**config.mk**
```make
export PLATFORM = sky130hd
export DESIGN_NAME = gate_reduce_pipe
export DESIGN_NICKNAME = d
export VERILOG_FILES = /design/src/rtl/gate_reduce_pkg.sv /design/src/rtl/gate_reduce_lane.sv /design/src/rtl/gate_reduce_pipe.sv
export SDC_FILE = /design/constraint.sdc
export NUM_CORES = 1
export LEC_CHECK = 0
export ABC_AREA = 0
export BUFFER_PORTS_ARGS = -buffer_cell sky130_fd_sc_hd__buf_2
export CAP_MARGIN = 40
export CORE_AREA = 3 3 84 106
export CTS_CLUSTER_SIZE = 25
export DETAILED_ROUTE_END_ITERATION = 10
export DIE_AREA = 0 0 87 109
export PLACE_DENSITY = 0.67
export SYNTH_ARGS = -nofsm -noshare
export SYNTH_HDL_FRONTEND = slang
export SYNTH_SLANG_ARGS = --single-unit
```
**constraint.sdc**
```tcl
create_clock -name clk -period 2.9 [get_ports clk]
set_input_delay 0.58 -clock clk [delete_from_list [all_inputs] [get_ports clk]]
set_output_delay 0.58 -clock clk [all_outputs]
set_load 0.01 [all_outputs]
```
**src/rtl/gate_reduce_pkg.sv**
```systemverilog
// Shared types for the gate reduction pipeline: operator encoding and
// the per-operator identity used to neutralise masked-out operands.
package gate_reduce_pkg;

    typedef enum logic [2:0] {
        GM_AND  = 3'd0,
        GM_OR   = 3'd1,
        GM_XOR  = 3'd2,
        GM_NAND = 3'd3,
        GM_NOR  = 3'd4,
        GM_XNOR = 3'd5
    } gate_mode_t;

    // Operand value that leaves the underlying AND/OR/XOR reduction unchanged.
    function automatic logic gate_identity(input gate_mode_t mode);
        case (mode)
            GM_AND, GM_NAND: return 1'b1;
            default:         return 1'b0;
        endcase
    endfunction

endpackage

```
**src/rtl/gate_reduce_lane.sv**
```systemverilog
// Combinational NIN-bit reduction of one channel under a per-operand mask.
module gate_reduce_lane
    import gate_reduce_pkg::*;
#(
    parameter int NIN = 5
) (
    input  logic [NIN-1:0] i_data,
    input  logic [NIN-1:0] i_mask,
    input  gate_mode_t     i_mode,
    output logic           o_res
);

    logic           w_fill;
    logic [NIN-1:0] w_ops;

    assign w_fill = gate_identity(i_mode);
    // AND-ing with the mask keeps X/Z on ignored operands out of the result.
    assign w_ops  = (i_data & i_mask) | (~i_mask & {NIN{w_fill}});

    always_comb begin
        o_res = 1'b0;
        case (i_mode)
            GM_AND:  o_res =  (&w_ops);
            GM_OR:   o_res =  (|w_ops);
            GM_XOR:  o_res =  (^w_ops);
            GM_NAND: o_res = ~(&w_ops);
            GM_NOR:  o_res = ~(|w_ops);
            GM_XNOR: o_res = ~(^w_ops);
            default: o_res = 1'b0;
        endcase
    end

endmodule

```
**src/rtl/gate_reduce_pipe.sv**
```systemverilog
// Two-stage valid/ready pipeline of NCH masked gate reductions.
// Optional saturating output-transfer counter enabled by GATE_REDUCE_PIPE_CNT_EN.
module gate_reduce_pipe
    import gate_reduce_pkg::*;
#(
    parameter int NCH = 6,
    parameter int NIN = 5
) (
    input  logic                 clk,
    input  logic                 rst,
    input  logic                 in_valid,
    output logic                 in_ready,
    input  logic [NCH*NIN-1:0]   in_data,
    input  logic [NCH*NIN-1:0]   in_mask,
    input  logic [2:0]           in_mode,
    output logic                 out_valid,
    input  logic                 out_ready,
    output logic [NCH-1:0]       out_data
`ifdef GATE_REDUCE_PIPE_CNT_EN
    ,
    output logic [15:0]          out_count
`endif
);

    logic               r_s1_vld;
    logic [NCH*NIN-1:0] r_s1_data;
    logic [NCH*NIN-1:0] r_s1_mask;
    gate_mode_t         r_s1_mode;
    logic               r_s2_vld;
    logic [NCH-1:0]     r_s2_res;

    logic               w_s1_load;
    logic               w_s2_load;
    logic [NCH-1:0]     w_res;

    // S2 frees up when empty or when its result leaves this cycle.
    assign w_s2_load = r_s1_vld & (~r_s2_vld | out_ready);
    assign in_ready  = ~rst & (~r_s1_vld | w_s2_load);
    assign w_s1_load = in_valid & in_ready;

    assign out_valid = r_s2_vld;
    assign out_data  = r_s2_res;

    genvar c;
    generate
        for (c = 0; c < NCH; c++) begin : g_lane
            gate_reduce_lane #(.NIN(NIN)) u_lane (
                .i_data (r_s1_data[c*NIN +: NIN]),
                .i_mask (r_s1_mask[c*NIN +: NIN]),
                .i_mode (r_s1_mode),
                .o_res  (w_res[c])
            );
        end
    endgenerate

    always_ff @(posedge clk) begin
        if (rst) begin
            r_s1_vld <= 1'b0;
            r_s2_vld <= 1'b0;
            r_s2_res <= '0;
        end else begin
            if (w_s1_load)
                r_s1_vld <= 1'b1;
            else if (w_s2_load)
                r_s1_vld <= 1'b0;

            if (w_s2_load) begin
                r_s2_vld <= 1'b1;
                r_s2_res <= w_res;
            end else if (out_ready) begin
                r_s2_vld <= 1'b0;
            end
        end
    end

    // Payload registers need no reset; their valid bits qualify them.
    always_ff @(posedge clk) begin
        if (w_s1_load) begin
            r_s1_data <= in_data;
            r_s1_mask <= in_mask;
            r_s1_mode <= gate_mode_t'(in_mode);
        end
    end

`ifdef GATE_REDUCE_PIPE_CNT_EN
    logic [15:0] r_count;

    always_ff @(posedge clk) begin
        if (rst)
            r_count <= '0;
        else if (out_valid && out_ready && r_count != 16'hFFFF)
            r_count <= r_count + 16'd1;
    end

    assign out_count = r_count;
`endif

endmodule

```
==> metrics.md, run 1 <==
| Metric | Value |
|---|---|
| Clock buffer depth | `2` |
| Number of H-tree levels | `3` |
| Worst Setup Start Kind | `flop` |
| # IOs | `75` |
| Synth warn | `0` |
| Fmax | `385 MHz` |
| Worst path required time | `3140 ps` |
| Cts hold-fix bufs | `0` |
| Compound-Gate Fraction of Synth Area | `0.196` |
| Int Power | `1.60 mW` |
| Critical-path maximum fanout | `15` |
| Vias/cell | `4.99` |
| RSZ-0062 raised after global routing | `no` |
| Main combinational cell family by area after synthesis | `compound AO/OA/AOI/OAI gates` |
| Clock Power Share | `0.306` |
| Power density over cell area | `499 nW/um^2` |
| Die width | `87 um` |
| Max Cap Viol | `0` |
| Vias in the first global route | `2,263` |
| Clk slew on worst S/H paths | `70 ps` |
| Setup crit end kind | `flop` |
| Sequential fraction of the synthesis area | `0.570` |
| Final Slew Violations | `0` |
| Sw frac | `0.250` |
| Commonest non-fill, non-tap cells in the layout | `buf_2, edfxtp_1, nand2_1` |
| Share of power burned in registers | `0.558` |
| Area Growth Syn to Fin | `18.9%` |
| CTS tree | `done` |
| CTS Root Cell | `clkbuf_8` |
| Total Wirelength | `6570 um` |
| Seq. cell area | `2050 sq um` |
| # port buffers | `74` |
| Syn Inst Count | `267` |
| Initial antenna violation count | `0` |
| TritonRoute pass-1 iters | `4` |
| Most common library cell in the layout ignoring fill and taps | `buf_2` |
| Fraction of layout cells with a size suffix above 1 | `0.397` |
| Post-synthesis cell area | `3600 sq um` |
| Largest net degree at the start of global routing | `28` |
| Total negative setup slack | `0 ps` |
| Multi-input gate area | `1400 sq um` |
| Net Sw Power | `535 uW` |
| Slowest cell delay on critical path | `530 ps` |
| Share of cell area taken by muxes after synthesis | `0` |
| Gr usage total | `0.149` |
| Final setup violation count | `0` |
| Critical path's slowest cell | `or3_4` |
| Hold crit path type | `primary input to flop` |
| Post-synth ARST share | `0` |
| RePlAce Congestion | `0.767` |
| Clock period minus worst slack | `2600 ps` |
| Crit-path cells | `nor2b_2 > or3_4 > buf_4 > o21ai_4 > ha_1 > xor2_1 > xnor2_1 > a211oi_1 > o31a_1` |
| Num CTS Buffers | `9` |
| Cell count after placement | `439` |
| Adder-Cell Fraction of Synth Area | `0.0834` |
| Finished Layout Cells | `455` |
| Hold Violations, Final | `0` |
| Hold slack final | `406 ps` |
| Starting Density | `0.457` |
| Grt ovf | `0` |
| Post-DP HPWL | `4920 um` |
| Clock Skews | `7.54 ps` |
| Setup Buffers After CTS | `0` |
| Syn_area_per_cell | `13.5 sq um` |
| DR WL/cell | `14.4 um` |
| Dpl ws | `274 ps` |
| Status | `complete, no violations` |
| Core area | `7880 sq um` |
| Post-Synth XOR/XNOR Area | `0.0292` |
| Synth Flop Type | `edfxtp_1` |
| Synth cell types | `33` |
| Power Total | `2.13 mW` |
| Tcrit/Tclk final | `0.896` |
| Combinational power share | `0.136` |
| Syn Nets | `358` |
| Simple-gate share of the synthesized area | `0.0803` |
| Via count | `2,270` |
| Antenna cell count | `0` |
| Crit path DAT | `2840 ps` |
| Post-synth EDFFs | `63` |
| Max-Slew Margin vs Limit | `0.548` |
| Starting DRT DRC Count | `92` |
| Critical path class | `flop to flop` |
| Least-Margin Pin Slew | `678 ps` |
| Clock Sinks | `71` |
| Worst-skew pair later-pin latency | `340 ps` |
| NumNets Final | `446` |
| Peak VDD IR | `0.299 mV` |
| Die Height | `109 um` |
| Post_cts resized | `0` |
| DR DRC count | `0` |
| Layout fillers | `648` |
| Worst setup margin | `302 ps` |
| DRT antenna net count | `0` |
| First-pass GRT wire length | `10,500 um` |
| DIE AREA | `9480 sq um` |
| Site Rows | `36` |
| Leakage | `1.73 nW` |
| #FFs+latches synth | `71` |
==> cells by family (layout without fill, tap and decap cells) <==
group / after synthesis / count (layout)
AOI/OAI and AO/OA: 73 / 73
xor gates and xnor gates: 12 / 12
adders and majority gates: 24 / 24
buffers and inverters: 30 / 123
DFF: 71 / 71
and+or+nand+nor: 57 / 57
==> worst max-delay path, delay by kind of cell, from the launching register on <==
kind | cells | cell delay (ps)
flops | 1 | 400
fa+ha+maj | 1 | 270
buf+inv | 1 | 230
compound gates | 3 | 520
xor+xnor | 2 | 370
simple gates | 2 | 710
==> cell usage after synthesis, types with 4 or more instances <==
cell type / instances / area [sq um]
edfxtp_1: 63 / 1890
o21ai_0: 7 / 35.0
a21o_1: 4 / 30.0
a41oi_1: 4 / 35.0
inv_1: 5 / 18.8
nand2_1: 32 / 120
a41o_1: 4 / 40.0
xor2_1: 6 / 52.6
ha_1: 24 / 300
a31oi_1: 8 / 50.1
nand4b_1: 4 / 35.0
o21ai_4: 20 / 325
a31o_2: 5 / 43.8
a21oi_1: 7 / 35.0
a211oi_1: 4 / 30.0
o31a_1: 4 / 35.0
dfxtp_1: 8 / 160
xnor2_1: 6 / 52.6
nand2b_1: 8 / 50.1
inv_2: 20 / 75.1
o21a_1: 4 / 30.0
==> flip-flops by register name, summed over array words and instances, names as in the netlist <==
| signal | cells |
|---|---|
| out_data | 6 |
| out_valid | 1 |
| r_s1_mask | 30 |
| r_s1_data | 30 |
| r_s1_mode | 3 |
| r_s1_vld | 1 |
==> through the flow <==
step | instance area (sq um) | utilization
global placement | 4120 | 0.523
CTS | 4280 | 0.543
detailed placement | 4120 | 0.523
finish | 4280 | 0.543
floorplan | 3600 | -
global route | 4280 | 0.543
==> per-layer routing <==
layer	GRT usage	vias to the layer above	wire [um]
met1	0.164	1046	2520
met4	0.0724	0	145
met5	0	-	0
met2	0.253	56	3530
li1	-	1157	-
met3	0.0537	11	379
==> worst paths after layout <==
path                        to          from  cells after the start  slack (ps)
hold reg to reg      out_valid      r_s1_vld                      2         550
setup / recovery   out_data[2]  r_s1_mode[0]                      9         300
hold / removal    r_s1_mask[6]    in_mask[6]                      1         410
setup reg to reg   out_data[2]  r_s1_mode[0]                      9         300
==> final cells by class <==
type / instances / share of cell area
flip-flops and latches: 71 / 0.480
multi-input cells: 166 / 0.328
repair buffers: 82 / 0.106
clock buffers: 10 / 0.0298
well taps: 95 / 0.0278
inverters: 25 / 0.0219
clock inverters: 6 / 0.00643
==> power groups by stage <==
| stage | sequential [mW] | combinational, mW | clock (mW) |
|---|---|---|---|
| floorplan | 1.22 | 0.193 | 0 |
| global placement | 1.21 | 0.286 | 0 |
| detailed placement | 1.21 | 0.293 | 0 |
| CTS | 1.19 | 0.293 | 0.679 |
| global route | 1.20 | 0.324 | 0.732 |
| finish | 1.19 | 0.289 | 0.654 |
(Power assumes the default switching activity.)
==> run 2: changes to the inputs <==
- ABC_AREA: 0 -> 1
- CORE_AREA: 3 3 84 106 -> 3 3 87 110
- DIE_AREA: 0 0 87 109 -> 0 0 90 113
- PLACE_DENSITY: 0.67 -> 0.66
==> run 2 against run 1 <==
Compared with the run above: clock power fell by 5.2%; clock skew barely moved; critical path type unchanged; sequential share of layout area fell by 2.9 points; area after synthesis rose by 7.4%; first-iteration DRC count rose by 28%; critical endpoint is now out_data[1]; largest cell class unchanged.
==> metrics.md, run 2 <==
| Metric | Value |
|---|---|
| DIE AREA | `10,200 sq um (+7.2%)` |
| Number of H-tree levels | `3 (unchanged)` |
| Synth warn | `0 (unchanged)` |
| Synth Flop Type | `edfxtp_1` |
| Total negative setup slack | `0 ps (unchanged)` |
| Leakage | `2.31 nW (+34%)` |
| Post_cts resized | `0 (unchanged)` |
| #FFs+latches synth | `71 (unchanged)` |
| Syn Inst Count | `432 (+62%)` |
| Syn Nets | `523 (+46%)` |
| Power density over cell area | `462 nW/um^2 (-7.5%)` |
| Hold Path Depth | `1 (unchanged)` |
| Cts hold-fix bufs | `0 (unchanged)` |
| # IOs | `75 (unchanged)` |
| DR WL/cell | `10.6 um (-27%)` |
| Hold Violations, Final | `0 (unchanged)` |
| Largest net degree at the start of global routing | `64 (+130%)` |
| Main area contributors after synthesis | `edfxtp_1, nand2_1, inv_1, ha_1, nand3_1` |
| Sequential fraction of the synthesis area | `0.531 (-0.0393)` |
| RSZ-0062 raised after global routing | `no` |
| Final Slew Violations | `0 (unchanged)` |
| Fmax | `401 MHz (+4.3%)` |
| Core area | `8650 sq um (+9.8%)` |
| Fraction of layout cells with a size suffix above 1 | `0.222 (-0.176)` |
| Grt ovf | `0 (unchanged)` |
| Critical path class | `flop to flop` |
| Most common cell in the netlist | `nand2_1` |
| # port buffers | `74 (unchanged)` |
| Via count | `2,823 (+24%)` |
| Layout fillers | `835 (+29%)` |
| Crit path from | `r_s1_mode[1]` |
| Clock Sinks | `71 (unchanged)` |
| DRT antenna net count | `0 (unchanged)` |
| NumNets Final | `607 (+36%)` |
| Top-area cell type share of the netlist area | `0.489 (-0.0363)` |
| Power Total | `2.10 mW (-1.7%)` |
| Gr usage total | `0.146 (-0.00340)` |
| Die width | `90 um (+3.4%)` |
| Critical-path maximum fanout | `26 (+11)` |
| Setup crit end kind | `flop` |
| Worst-skew pair later-pin latency | `340 ps (about the same)` |
| Vias in the first global route | `2,736 (+21%)` |
| Least-Margin Pin Slew | `884 ps (+206 ps)` |
| Status | `complete, no violations` |
| Worst Setup Start Kind | `flop` |
| DR DRC count | `0 (unchanged)` |
| Most common library cell in the layout ignoring fill and taps | `nand2_1` |
| Area leader, netlist | `edfxtp_1` |
| Vias/cell | `4.42 (-11%)` |
| Final setup violation count | `0 (unchanged)` |
| Post-synthesis cell area | `3860 sq um (+7.4%)` |
| Worst r2r src | `r_s1_mode[1]` |
| Hold crit path type | `primary input to flop` |
| Crit path capture | `out_data[1]` |
| Clock period minus worst slack | `2490 ps (-107 ps)` |
| CTS Root Cell | `clkbuf_8` |
| Starting DRT DRC Count | `118 (+28%)` |
| Num CTS Buffers | `9 (unchanged)` |
| TritonRoute pass-1 iters | `4 (unchanged)` |
| Antenna cell count | `0 (unchanged)` |
| Worst R2R Path Depth | `15 (+6)` |
| Initial antenna violation count | `0 (unchanged)` |
| Crit path DAT | `2780 ps (-60 ps)` |
| Clk slew on worst S/H paths | `70 ps (about the same)` |
| Synth cell types | `23 (-30%)` |
| CTS tree | `done` |
| RePlAce Congestion | `0.813 (+6.0%)` |
| Total Wirelength | `6760 um (+2.8%)` |
| Tcrit/Tclk final | `0.859 (-0.0367)` |
| Commonest non-fill, non-tap cells in the layout | `nand2_1, inv_1, buf_2` |
| Die Height | `113 um (+3.7%)` |
| Peak VDD IR | `0.269 mV (-10%)` |
| Clock buffer depth | `2 (unchanged)` |
| Worst path required time | `3180 ps (+40 ps)` |
| Site Rows | `38 (+5.6%)` |
| Post-synth ARST share | `0 (unchanged)` |
| Post-synth EDFFs | `63 (unchanged)` |
| Commonest cells in the synthesized netlist | `nand2_1, inv_1, edfxtp_1` |
| First-pass GRT wire length | `11,800 um (+12%)` |
| Post-DP HPWL | `5060 um (+2.8%)` |
| Clock Skews | `7.84 ps (+0.303 ps)` |
| Syn_area_per_cell | `8.95 sq um (-34%)` |
| Final Core Density | `0.526 (-0.0171)` |
| Setup Buffers After CTS | `0 (unchanged)` |
| Design area | `4550 sq um (+6.3%)` |
| Max-Slew Margin vs Limit | `0.406 (-0.142)` |
| DP Area | `4400 sq um (+6.7%)` |
| Starting Density | `0.447 (-0.00986)` |
| Max Cap Viol | `0 (unchanged)` |
| Worst R2R Setup Slack | `410 ps (+110 ps)` |
| Reg2reg end | `out_data[1]` |
| Area Growth Syn to Fin | `17.7%` |
## run 2: cell count changes after synthesis, moves of 7 or more
cell,change
nand2_1,+81
o21ai_4,-20
inv_1,+106
a31oi_1,-8
inv_2,-18
o21ai_0,+17
nand2b_1,-8
or2_2,+7
nand3_1,+32
## run 2: worst min-delay path by stage
stage / from / slack (ps) / end
final: in_mask[16] / 410 / r_s1_mask[16]
after global placement: r_s1_vld / 460 / out_valid
after floorplan: r_s1_vld / 450 / out_valid
after detailed placement: out_data[4] / 470 / out_data[4]
after CTS: in_data[27] / 390 / r_s1_data[27]
after global routing: in_mask[12] / 390 / r_s1_mask[12]
## run 2: report_power, final
part	leakage (nW)	switching (mW)	total [mW]	internal (mW)
clock network	0.0741	0.326	0.620	0.294
logic	1.58	0.180	0.300	0.120
registers	0.656	0.0146	1.18	1.17
## run 2: per-layer routing
layer	track usage	part of all wire	vias up
met5	0	0	-
met3	0.0352	0.046	12
met4	0.0684	0.019	0
li1	-	-	1513
met2	0.264	0.51	56
met1	0.161	0.43	1242
## run 2: area by class of cell
cell class	count	area, sq um	share of cell area
flip-flops and latches	71	2050	0.451
multi-input cells	245	1380	0.304
inverters	113	424	0.0933
repair buffers	76	395	0.0869
well taps	120	150	0.0330
clock buffers	11	131	0.0289
clock inverters	3	12.5	0.00275
## run 2: logic make-up (layout without fill, tap and decap cells)
| family | after synthesis | count (layout) | share of synthesized area |
|---|---|---|---|
| and+or+nand+nor | 183 | 183 | 0.217 |
| xor gates and xnor gates | 6 | 6 | 0.0136 |
| AOI/OAI and AO/OA | 32 | 32 | 0.0473 |
| adders and majority gates | 24 | 24 | 0.0777 |
| DFF | 71 | 71 | 0.531 |
| buffers and inverters | 116 | 203 | 0.113 |
## run 2: worst max-delay path, cell delays in order, from the launching register on
cell	delay, ps
edfxtp_1	510
nor2_2	190
nand2_4	130
nand2_4	250
nand2_1	70
o21ai_0	120
ha_1	290
xnor2_1	270
inv_1	90
nand3_1	100
nand3_1	80
nand2_1	70
inv_1	30
nand2_1	50
nand2_1	60
a21oi_2	110
## run 2: metrics by stage
step,worst slack (ps),cells,hold slack (ps)
6_report,408,639,408
4_1_cts,389,638,386
5_1_grt,132,639,388
3_3_place_gp,495,624,455
3_5_place_dp,415,624,470
2_1_floorplan,400,432,451
